$ cat src/rtl/hazard_ctrl.sv
// hazard_ctrl: pipeline hazard controller for the 5-stage datapath.
//
// Sequences the IF/ID and ID/EX pipeline registers: detects load-use hazards
// between ID/EX and IF/ID, flushes IF/ID on a taken branch and freezes the
// back half of the pipe while data memory is busy. A memory wait that lasts
// TIMEOUT consecutive cycles parks the controller in a sticky error state
// that only reset leaves.
//
// Parameters:
//   CNT_W    width of the saturating stall statistics counter
//   TIMEOUT  max consecutive memBusy cycles before error (legal 2..255)
//
// Optional feature macro: HZ_STATS_EN
//   defined   -> stallCount counts cycles with pcWrite=0 (saturating)
//   undefined -> stallCount is tied to zero, no counter flops
//
// Ports:
//   clkHU, rstHU       clock (rising edge), synchronous active-high reset
//   idexMemRead        ID/EX holds a load
//   idexRt             destination register of the ID/EX instruction
//   ifidRs, ifidRt     source fields of the IF/ID instruction
//   ifidUsesRt         IF/ID instruction reads rt
//   branchTaken        taken branch resolved in EX/MEM
//   memBusy            data memory not ready this cycle
//   pcWrite            PC load enable
//   ifidWrite          IF/ID load enable
//   ifidFlush          IF/ID loads a NOP
//   idexBubble         ID/EX loads zero control fields
//   pipeHold           freeze ID/EX, EX/MEM, MEM/WB
//   hzErr              sticky memory timeout error
//   hzState            current FSM state (RUN/LUSTALL/WAIT/ERR)
//   stallCount         cycles with pcWrite=0

module hazard_ctrl #(
    parameter int CNT_W   = 16,
    parameter int TIMEOUT = 64
) (
    input  logic             clkHU,
    input  logic             rstHU,
    input  logic             idexMemRead,
    input  logic [4:0]       idexRt,
    input  logic [4:0]       ifidRs,
    input  logic [4:0]       ifidRt,
    input  logic             ifidUsesRt,
    input  logic             branchTaken,
    input  logic             memBusy,
    output logic             pcWrite,
    output logic             ifidWrite,
    output logic             ifidFlush,
    output logic             idexBubble,
    output logic             pipeHold,
    output logic             hzErr,
    output logic [1:0]       hzState,
    output logic [CNT_W-1:0] stallCount
);

    localparam logic [1:0] ST_RUN     = 2'b00;
    localparam logic [1:0] ST_LUSTALL = 2'b01;
    localparam logic [1:0] ST_WAIT    = 2'b10;
    localparam logic [1:0] ST_ERR     = 2'b11;

    // Wait counter value seen on the last tolerated busy cycle; the counter
    // is loaded with 1 on the first busy cycle, so this is TIMEOUT-1.
    localparam logic [7:0] WAIT_LAST = 8'(TIMEOUT - 1);

    logic [1:0] state_q, state_d;
    logic [7:0] waitCnt_q, waitCnt_d;
    logic       hzErr_q, hzErr_d;
    logic       loadUse;
    logic       runEval;

    // r0 never carries a real dependency, so a load into r0 never stalls.
    assign loadUse = idexMemRead && (idexRt != 5'd0) &&
                     ((idexRt == ifidRs) || (ifidUsesRt && (idexRt == ifidRt)));

    // Mealy output and next-state logic. RUN, LUSTALL and a WAIT release
    // cycle share one priority list (memBusy > branchTaken > load-use).
    // memBusy wins over a branch because EX/MEM is frozen, so the branch is
    // still pending and gets taken on the release cycle.
    always_comb begin
        pcWrite    = 1'b1;
        ifidWrite  = 1'b1;
        ifidFlush  = 1'b0;
        idexBubble = 1'b0;
        pipeHold   = 1'b0;
        state_d    = state_q;
        waitCnt_d  = waitCnt_q;
        hzErr_d    = hzErr_q;
        runEval    = 1'b0;

        if (rstHU) begin
            pcWrite    = 1'b0;
            ifidWrite  = 1'b0;
            ifidFlush  = 1'b1;
            idexBubble = 1'b1;
        end else begin
            case (state_q)
                ST_ERR: begin
                    pcWrite   = 1'b0;
                    ifidWrite = 1'b0;
                    pipeHold  = 1'b1;
                end
                ST_WAIT: begin
                    if (memBusy) begin
                        pcWrite   = 1'b0;
                        ifidWrite = 1'b0;
                        pipeHold  = 1'b1;
                        if (waitCnt_q == WAIT_LAST) begin
                            state_d = ST_ERR;
                            hzErr_d = 1'b1;
                        end else begin
                            waitCnt_d = waitCnt_q + 8'd1;
                        end
                    end else begin
                        runEval = 1'b1;
                    end
                end
                default: runEval = 1'b1;
            endcase

            if (runEval) begin
                if (memBusy) begin
                    pcWrite   = 1'b0;
                    ifidWrite = 1'b0;
                    pipeHold  = 1'b1;
                    state_d   = ST_WAIT;
                    waitCnt_d = 8'd1;
                end else begin
                    waitCnt_d = 8'd0;
                    if (branchTaken) begin
                        // The IF/ID instruction is flushed, so any load-use
                        // against it is irrelevant.
                        ifidFlush  = 1'b1;
                        idexBubble = 1'b1;
                        state_d    = ST_RUN;
                    end else if (loadUse) begin
                        pcWrite    = 1'b0;
                        ifidWrite  = 1'b0;
                        idexBubble = 1'b1;
                        state_d    = ST_LUSTALL;
                    end else begin
                        state_d    = ST_RUN;
                    end
                end
            end
        end
    end

    always_ff @(posedge clkHU) begin
        if (rstHU) begin
            state_q   <= ST_RUN;
            waitCnt_q <= 8'd0;
            hzErr_q   <= 1'b0;
        end else begin
            state_q   <= state_d;
            waitCnt_q <= waitCnt_d;
            hzErr_q   <= hzErr_d;
        end
    end

    assign hzState = state_q;
    assign hzErr   = hzErr_q;

`ifdef HZ_STATS_EN
    logic [CNT_W-1:0] stallCnt_q;

    // Saturating count of frozen-PC cycles; reset cycles are not counted.
    always_ff @(posedge clkHU) begin
        if (rstHU) begin
            stallCnt_q <= '0;
        end else if (!pcWrite && (stallCnt_q != {CNT_W{1'b1}})) begin
            stallCnt_q <= stallCnt_q + CNT_W'(1);
        end
    end

    assign stallCount = stallCnt_q;
`else
    assign stallCount = '0;
`endif

endmodule

$ cat config.mk
export PLATFORM = sky130hd
export DESIGN_NAME = hazard_ctrl
export DESIGN_NICKNAME = d
export VERILOG_FILES = /design/src/rtl/hazard_ctrl.sv
export SDC_FILE = /design/constraint.sdc
export NUM_CORES = 1
export LEC_CHECK = 0
export ABC_CLOCK_PERIOD_IN_PS = 2300
export CORE_UTILIZATION = 38
export CTS_CLUSTER_DIAMETER = 50
export DETAILED_ROUTE_END_ITERATION = 8
export MAX_ROUTING_LAYER = met4
export PLACE_DENSITY = 0.79
export SLEW_MARGIN = 40
export SYNTH_ARGS = -nofsm -noshare
export SYNTH_HDL_FRONTEND = slang
export SYNTH_SLANG_ARGS = --single-unit
$ cat constraint.sdc
create_clock -name clkHU -period 2.3 [get_ports clkHU]
set_clock_uncertainty 0.1 [all_clocks]
set_input_delay 0.345 -clock clkHU [delete_from_list [all_inputs] [get_ports clkHU]]
set_output_delay 0.345 -clock clkHU [all_outputs]
set_load 0.02 [all_outputs]
## Word-level counts from Yosys, hierarchy flattened

Index checks and enable logic that the tools add are counted.

- Register bits: 11
- Word-level logic and storage cells: 55

- Eq/ne operators: 6
- Reduce and logical (&&, ||, !) cells: 11
- Muxes and demuxes: 34
- $add $sub $neg: 1

Operators with widths:

| operator | count |
|---|---|
| two-way mux 8 bit | 4 |
| two-way mux 1 bit | 23 |
| == test 5 bit | 2 |
| two-way mux 2 bit | 5 |
| AND reduction 3 bit | 3 |
| adder 8 x 1 -> 8 bit, second input constant | 1 |
| == test 8 x 6 -> 1 bit, second input constant | 1 |
| nonzero test 2 bit | 3 |
| nonzero test 5 bit | 1 |
| == test 2 bit, second input constant | 2 |
| case mux 1 bit (2 select lines) | 2 |
| logical AND 1 bit | 3 |
| != test 2 x 1 -> 1 bit, second input constant | 1 |
| logical OR 1 bit | 1 |

## Depth between registers and ports, before layout

Gate-level depths: netlist (run 1).

- Depth in word-level cells: 9
- Mapped depth: 6
- Gate-level depth less buffers: 5

## Worst setup path before layout (run 1)

OpenSTA, ideal clock, no wires.

- Path type: register to output
- Start: register state_q[1], in the netlist hzState[1]
- End: output idexBubble
- Required time: 1855 ps
- Stages on the path, launching flop included: 5
- Arrival time: 1570 ps
- Path slack: 285 ps
- Buffers on the path: 0
- Cell sequence: dfxtp_1 and2_1 nor2_1 nor2_1 o31ai_1

- Longest elaborated chain between the ends: 5

RTL lines:

| what | line | source |
|---|---|---|
| start: declaration | 66 | `logic [1:0] state_q, state_d;` |
| start signal: assignment | 155 | `state_q <= state_d;` |
| == test 2 bit | 97 | `case (state_q)` |
| case mux 1 bit (2 select lines) (*) | 97 |  |
| two-way mux 1 bit (*) | 91 | `if (rstHU) begin` |
| two-way mux 1 bit (*) | 121 | `if (runEval) begin` |
| two-way mux 1 bit (*) | 91 |  |
| end: declaration | 50 | `output logic idexBubble,` |

Mark *: on every way between the ends. The rest lies on a longest branch, timed or not. The select of a mux whose other input is x is not followed.

## Worst setup path after layout (run 1)

- Start: input idexRt[0]
- End: output ifidWrite

- Longest elaborated chain between the ends: 9

RTL lines:

| what | line | source |
|---|---|---|
| start: declaration | 41 | `input logic [4:0] idexRt,` |
| == test 5 bit | 74 | `((idexRt == ifidRs) \|\| (ifidUsesRt && (idexRt == ifidRt)));` |
| logical AND 1 bit | 74 |  |
| logical OR 1 bit | 74 |  |
| logical AND 1 bit (*) | 73 | `assign loadUse = idexMemRead && (idexRt != 5'd0) &&` |
| two-way mux 1 bit (*) | 136 | `end else if (loadUse) begin` |
| two-way mux 1 bit (*) | 130 | `if (branchTaken) begin` |
| two-way mux 1 bit (*) | 122 | `if (memBusy) begin` |
| two-way mux 1 bit (*) | 121 |  |
| two-way mux 1 bit (*) | 91 |  |
| end: declaration | 48 | `output logic ifidWrite,` |

Mark *: on every way between the ends. The rest lies on a longest branch, timed or not.

==> qor.csv, run 1 <==
metric;value;unit
GRT Util Overall;15.6;%
Area contributors post-synth;dfxtp_1, buf_4, xor2_1;
top cell type's share of synthesized area;26.8;%
CTS tree;yes;
Clock power frac;29.3;%
register area;220;um^2
fraction of power spent switching nets;30.3;%
post-DR vias/cell;4.64;
Clock Sinks;11;
EDFF count, synth;0;
WL per Instance;10.2;um
DRT Wirelength;1.74;mm
initial antenna violation count;0;
endpoints failing setup;0;
sequential element share of the synthesized area;26.8;%
Post-DRT Antenna Nets;0;
Max Slew Vio Count;0;
minimum clock period;2.26;ns
Worst Tran Pin Value;0.535;ns
Site Rows;16;
CTS max path bufs;2;
grt ovf;0;
vias;794;
first-pass GRT wire length;2.78;mm
peak supply drop;0.271;mV
Mapped Cells;102;
commonest cells after routing, fill and taps aside;conb_1, clkdlybuf4s50_1, buf_4;
final instance area;1200;um^2
Top FF cell, synth;dfxtp_1;
Final WS setup;0.0376;ns
initial detailed-routing violation count;13;
cts hold-fix bufs;0;
worst hold-check path type;reg -> reg;
Critical Path AT;1.82;ns
synth unique cells;34;
Die Wd;48.5;um
worst-path fanout max;3;
Inserted Diodes;0;
max frequency;442;MHz
number of global-route vias before repair;705;
Slew HR;64.2;%
CP startpoint kind;input pin;
dpl ws;-0.550;ns
Initial DRT Pass Iterations;4;
Critical Path RT;1.86;ns
Power Total;461;uW
mean post-synth cell area;8.05;um^2
HPWL after detailed placement;1.44;mm
Lkg Pwr;0.535;nW
status;finished clean;
FF+latch count, synth;11;
maximum number of pins on one net before global-route repair;12;
max_cap viols;0;
RSZ-0062 raised after global routing;true;
Initial Util;41.0;%
clk root buf;clkbuf_4;
WP buf/inv;3;
yosys warns;0;
Layout area overhead;46.2;%
setup bufs post-CTS;0;
Ports;45;
Final period util;98.4;%
die area;2350;um^2
Slowest-stage cell, CP;clkdlybuf4s50_1;
gp weighted congestion;0.796;
NetSw;140;uW
# port buffers;28;
area leader, netlist;dfxtp_1;
CP endpoint kind;output pin;
worst skew pair latency;0.27;ns
Mapped Area;821;um^2
combinational power share;28.5;%
Reg clk slew, reported paths;0.07;ns
Final Util;59.9;%
Worst path max stage delay;0.45;ns
DRC viols;0;
Flop pwr share;42.2;%
die height;48.5;um
Setup Crit Path Kind;in -> out;
Inserted Clock Buffers;3;
Pint;322;uW
H-Tree Depth;1;
critical path cell sequence;clkdlybuf4s50_1 > buf_4 > xnor2_2 > a32oi_1 > o311a_1 > buf_2;
area of placed instances;1150;um^2
FFs w/ async S/R, synth;0;%
final setup TNS;0;ns
P per Cell Area;385;nW/um^2
delay-heaviest family, CP;buffers and inverters;
layout cells sized above 1;22.9;%
final-report hold violation count;0;
NumNets Final;167;
core area;2000;um^2
Multi-input gate area;515;um^2
layout filler cell count;191;
-- routing by layer --
metal / vias up / share of wire (%) / GRT usage (%)
met5: - / 0 / -
met1: 344 / 39 / 16.2
met3: 0 / 7.3 / 4.72
li1: 408 / - / -
met4: 0 / 0 / 2.94
met2: 42 / 53 / 29.1
-- stage by stage --
stage	hold slack (ns)	instances
global placement	0.354	167
detailed placement	0.360	167
finish	0.371	171
global route	0.419	171
floorplan	0.359	117
CTS	0.379	171
-- power by group through the flow --
stage | clock, mW | sequential [mW] | combinational [mW]
final | 0.135 | 0.195 | 0.132
after global routing | 0.146 | 0.195 | 0.141
after CTS | 0.139 | 0.195 | 0.131
after detailed placement | 0 | 0.199 | 0.134
after global placement | 0 | 0.199 | 0.132
after floorplan | 0 | 0.201 | 0.0796
-- path summary, 6_finish.rpt --
kind	endpoint	startpoint	slack (ns)	depth (start not counted)
min reg2reg	hzErr	hzErr	0.37	2
max reg2reg	waitCnt_q[0]	waitCnt_q[0]	0.57	6
min	hzErr	hzErr	0.37	2
max	ifidWrite	idexRt[0]	0.04	6
-- registers in the layout, summed over array words and instances (netlist names) --
register and flops:
waitCnt_q 8, hzState 2, hzErr 1
-- Yosys cell counts (2+ instances only) --
library cell,count
a21oi_1,7
buf_4,17
dfxtp_1,11
inv_1,4
nand2_1,6
nand3_1,2
nor2_1,8
nor3_1,2
nor4_1,3
o21ai_0,3
o21ai_1,3
or3_2,4
or4_1,2
xnor2_1,2
xor2_1,9
-- worst register-to-register path, cell delays in order, from the launching register on --
cell	delay, ns
dfxtp_1	0.41
ha_1	0.21
nand3_2	0.12
o41ai_2	0.34
buf_4	0.21
mux2i_1	0.19
nor2_1	0.05
-- area by class of cell --
| cell class | count | area share, % |
|---|---|---|
| Tap cell | 27 | 2.82 |
| Multi-Input combinational cell | 83 | 43.0 |
| Clock inverter | 1 | 0.417 |
| Sequential cell | 11 | 18.4 |
| Timing Repair Buffer | 42 | 32.3 |
| Inverter | 4 | 1.25 |
| Clock buffer | 3 | 1.88 |
-- cell families after synthesis --
group / count (synthesis) / synth area share (%)
compound gates: 20 / 16.0
fa+ha+maj: 1 / 1.52
mux: 1 / 1.22
xor+xnor: 11 / 11.7
flops: 11 / 26.8
buf+inv: 23 / 19.2
other cells: 1 / 0.457
simple gates: 34 / 23.0
-- repair_timing --
item,4_1_cts,5_1_grt
setup endpoints to repair,4,5
hold endpoints to repair,0,0
gates cloned,0,0
pin swaps,4,3
gates resized for setup,19,9
Note: power is estimated with default switching activity, not from simulation.
==> run 2, diff against run 1 <==
--- a/config.mk
+++ b/config.mk
@@ -6,11 +6,13 @@
 export NUM_CORES = 1
 export LEC_CHECK = 0
 export ABC_CLOCK_PERIOD_IN_PS = 2300
-export CORE_UTILIZATION = 38
+export CELL_PAD_IN_SITES_DETAIL_PLACEMENT = 0
+export CELL_PAD_IN_SITES_GLOBAL_PLACEMENT = 2
+export CORE_UTILIZATION = 20
 export CTS_CLUSTER_DIAMETER = 50
 export DETAILED_ROUTE_END_ITERATION = 8
 export MAX_ROUTING_LAYER = met4
-export PLACE_DENSITY = 0.79
+export PLACE_DENSITY_LB_ADDON = 0.1
 export SLEW_MARGIN = 40
 export SYNTH_ARGS = -nofsm -noshare
 export SYNTH_HDL_FRONTEND = slang
==> qor.csv, run 2 (synthesis results as in run 1) <==
metric;value;unit
final-report hold violation count;0;
CP startpoint kind;input pin;
worst hold-check path type;reg -> reg;
final setup TNS;0;ns
initial detailed-routing violation count;44;
GRT Util Overall;10.1;%
max reg flops;8;
cts hold-fix bufs;0;
Final period util;97.2;%
CP Depth;6;
Worst Setup EP;ifidWrite;
HPWL after detailed placement;1.56;mm
Die Wd;66.1;um
WL per Instance;9.92;um
DRC viols;0;
H-Tree Depth;1;
Lkg Pwr;0.504;nW
# port buffers;28;
P per Cell Area;422;nW/um^2
worst-path fanout max;3;
post-DR vias/cell;4.07;
Site Rows;22;
max_cap viols;0;
max frequency;447;MHz
gp weighted congestion;0.682;
Final Util;32.3;%
die height;66.1;um
reg2reg start;waitCnt_q[0];
die area;4360;um^2
flop2flop setup slack;0.51;ns
clk root buf;clkbuf_8;
Multi-input gate area;505;um^2
number of global-route vias before repair;738;
Initial DRT Pass Iterations;4;
Worst Tran Pin Value;0.550;ns
FF-to-FF End;waitCnt_q[0];
Power Total;518;uW
Setup Crit Path Kind;in -> out;
status;finished clean;
Max Slew Vio Count;0;
Worst Setup SP;idexRt[0];
WP buf/inv;2;
min-delay src;hzErr;
Reg clk slew, reported paths;0.05;ns
Post-DRT Antenna Nets;0;
Inserted Diodes;0;
peak supply drop;0.152;mV
critical path cell sequence;clkdlybuf4s50_1 > xor2_1 > nor3_1 > a32oi_1 > o311a_1 > buf_6;
CTS tree;yes;
commonest cells after routing, fill and taps aside;conb_1, clkdlybuf4s50_1, buf_4;
Reg2Reg Depth;6;
grt ovf;0;
Initial Util;21.6;%
area of placed instances;1170;um^2
final instance area;1230;um^2
minimum clock period;2.24;ns
initial antenna violation count;0;
worst skew pair latency;0.24;ns
register area;220;um^2
DRT Wirelength;1.91;mm
maximum number of pins on one net before global-route repair;9;
core area;3800;um^2
Layout area overhead;49.4;%
Inserted Clock Buffers;3;
RSZ-0062 raised after global routing;false;
Largest Register;waitCnt_q;
Critical Path AT;1.79;ns
vias;782;
Hold Crit Depth;2;
Worst path max stage delay;0.46;ns
Critical Path RT;1.86;ns
Slew HR;63.2;%
Ports;45;
layout cells sized above 1;20.8;%
CTS max path bufs;2;
CP endpoint kind;output pin;
minimum hold slack;0.369;ns
first-pass GRT wire length;3.25;mm
delay-heaviest family, CP;buffers and inverters;
endpoints failing setup;0;
Slowest-stage cell, CP;clkdlybuf4s50_1;
NumNets Final;167;
layout filler cell count;421;
Clock Sinks;11;
[run 2: cell count changes in the layout (fill, tap and decap cells not counted), moves of 3 or more]
cell,delta
clkbuf_4,-3
dlygate4sd2_1,+4
dlymetal6s2s_1,-4
clkbuf_8,+3
[run 2: routing by layer]
layer / up-vias / track usage [%] / part of all wire (%)
met2: 36 / 16.5 / 47
met4: 0 / 2.39 / 0.89
li1: 411 / - / -
met3: 2 / 3.79 / 6.9
met5: - / - / 0
met1: 333 / 11.8 / 45
[run 2: worst reg2reg max path: stages, from the launching register on]
cell     delay, ns
dfxtp_1       0.40
ha_1          0.21
nand3_2       0.12
o41ai_2       0.40
buf_4         0.21
mux2i_1       0.18
nor2_1        0.05
[run 2: where the power goes]
group / switching, mW / internal (mW)
registers: 0.00308 / 0.193
clock network: 0.0763 / 0.119
logic: 0.0653 / 0.0611
total: 0.145 / 0.373
[run 2: worst min path at each step]
stage                         to
floorplan           waitCnt_q[5]
global placement           hzErr
detailed placement         hzErr
CTS                        hzErr
global route        waitCnt_q[5]
finish                     hzErr
[run 2: repair_timing]
action	CTS	global route
buffers inserted	1	0
resized for setup	24	3
pin swaps	3	1
setup endpoints to repair	3	5
[run 2: layout make-up]
| cell class | instances | share of cell area, % |
|---|---|---|
| timing repair buffer | 42 | 30.9 |
| inverter | 4 | 1.22 |
| sequential | 11 | 18.0 |
| tap | 48 | 4.90 |
| clock buffer | 3 | 3.37 |
| clock inverter | 1 | 0.408 |
| multi-input combinational | 83 | 41.2 |
[run 2: per-stage QoR]
step	worst slack [ns]	std cells
2_1_floorplan	0.285	117
3_3_place_gp	-0.532	187
3_5_place_dp	-0.570	187
4_1_cts	0.0242	192
5_1_grt	0.00201	192
6_report	0.0641	192
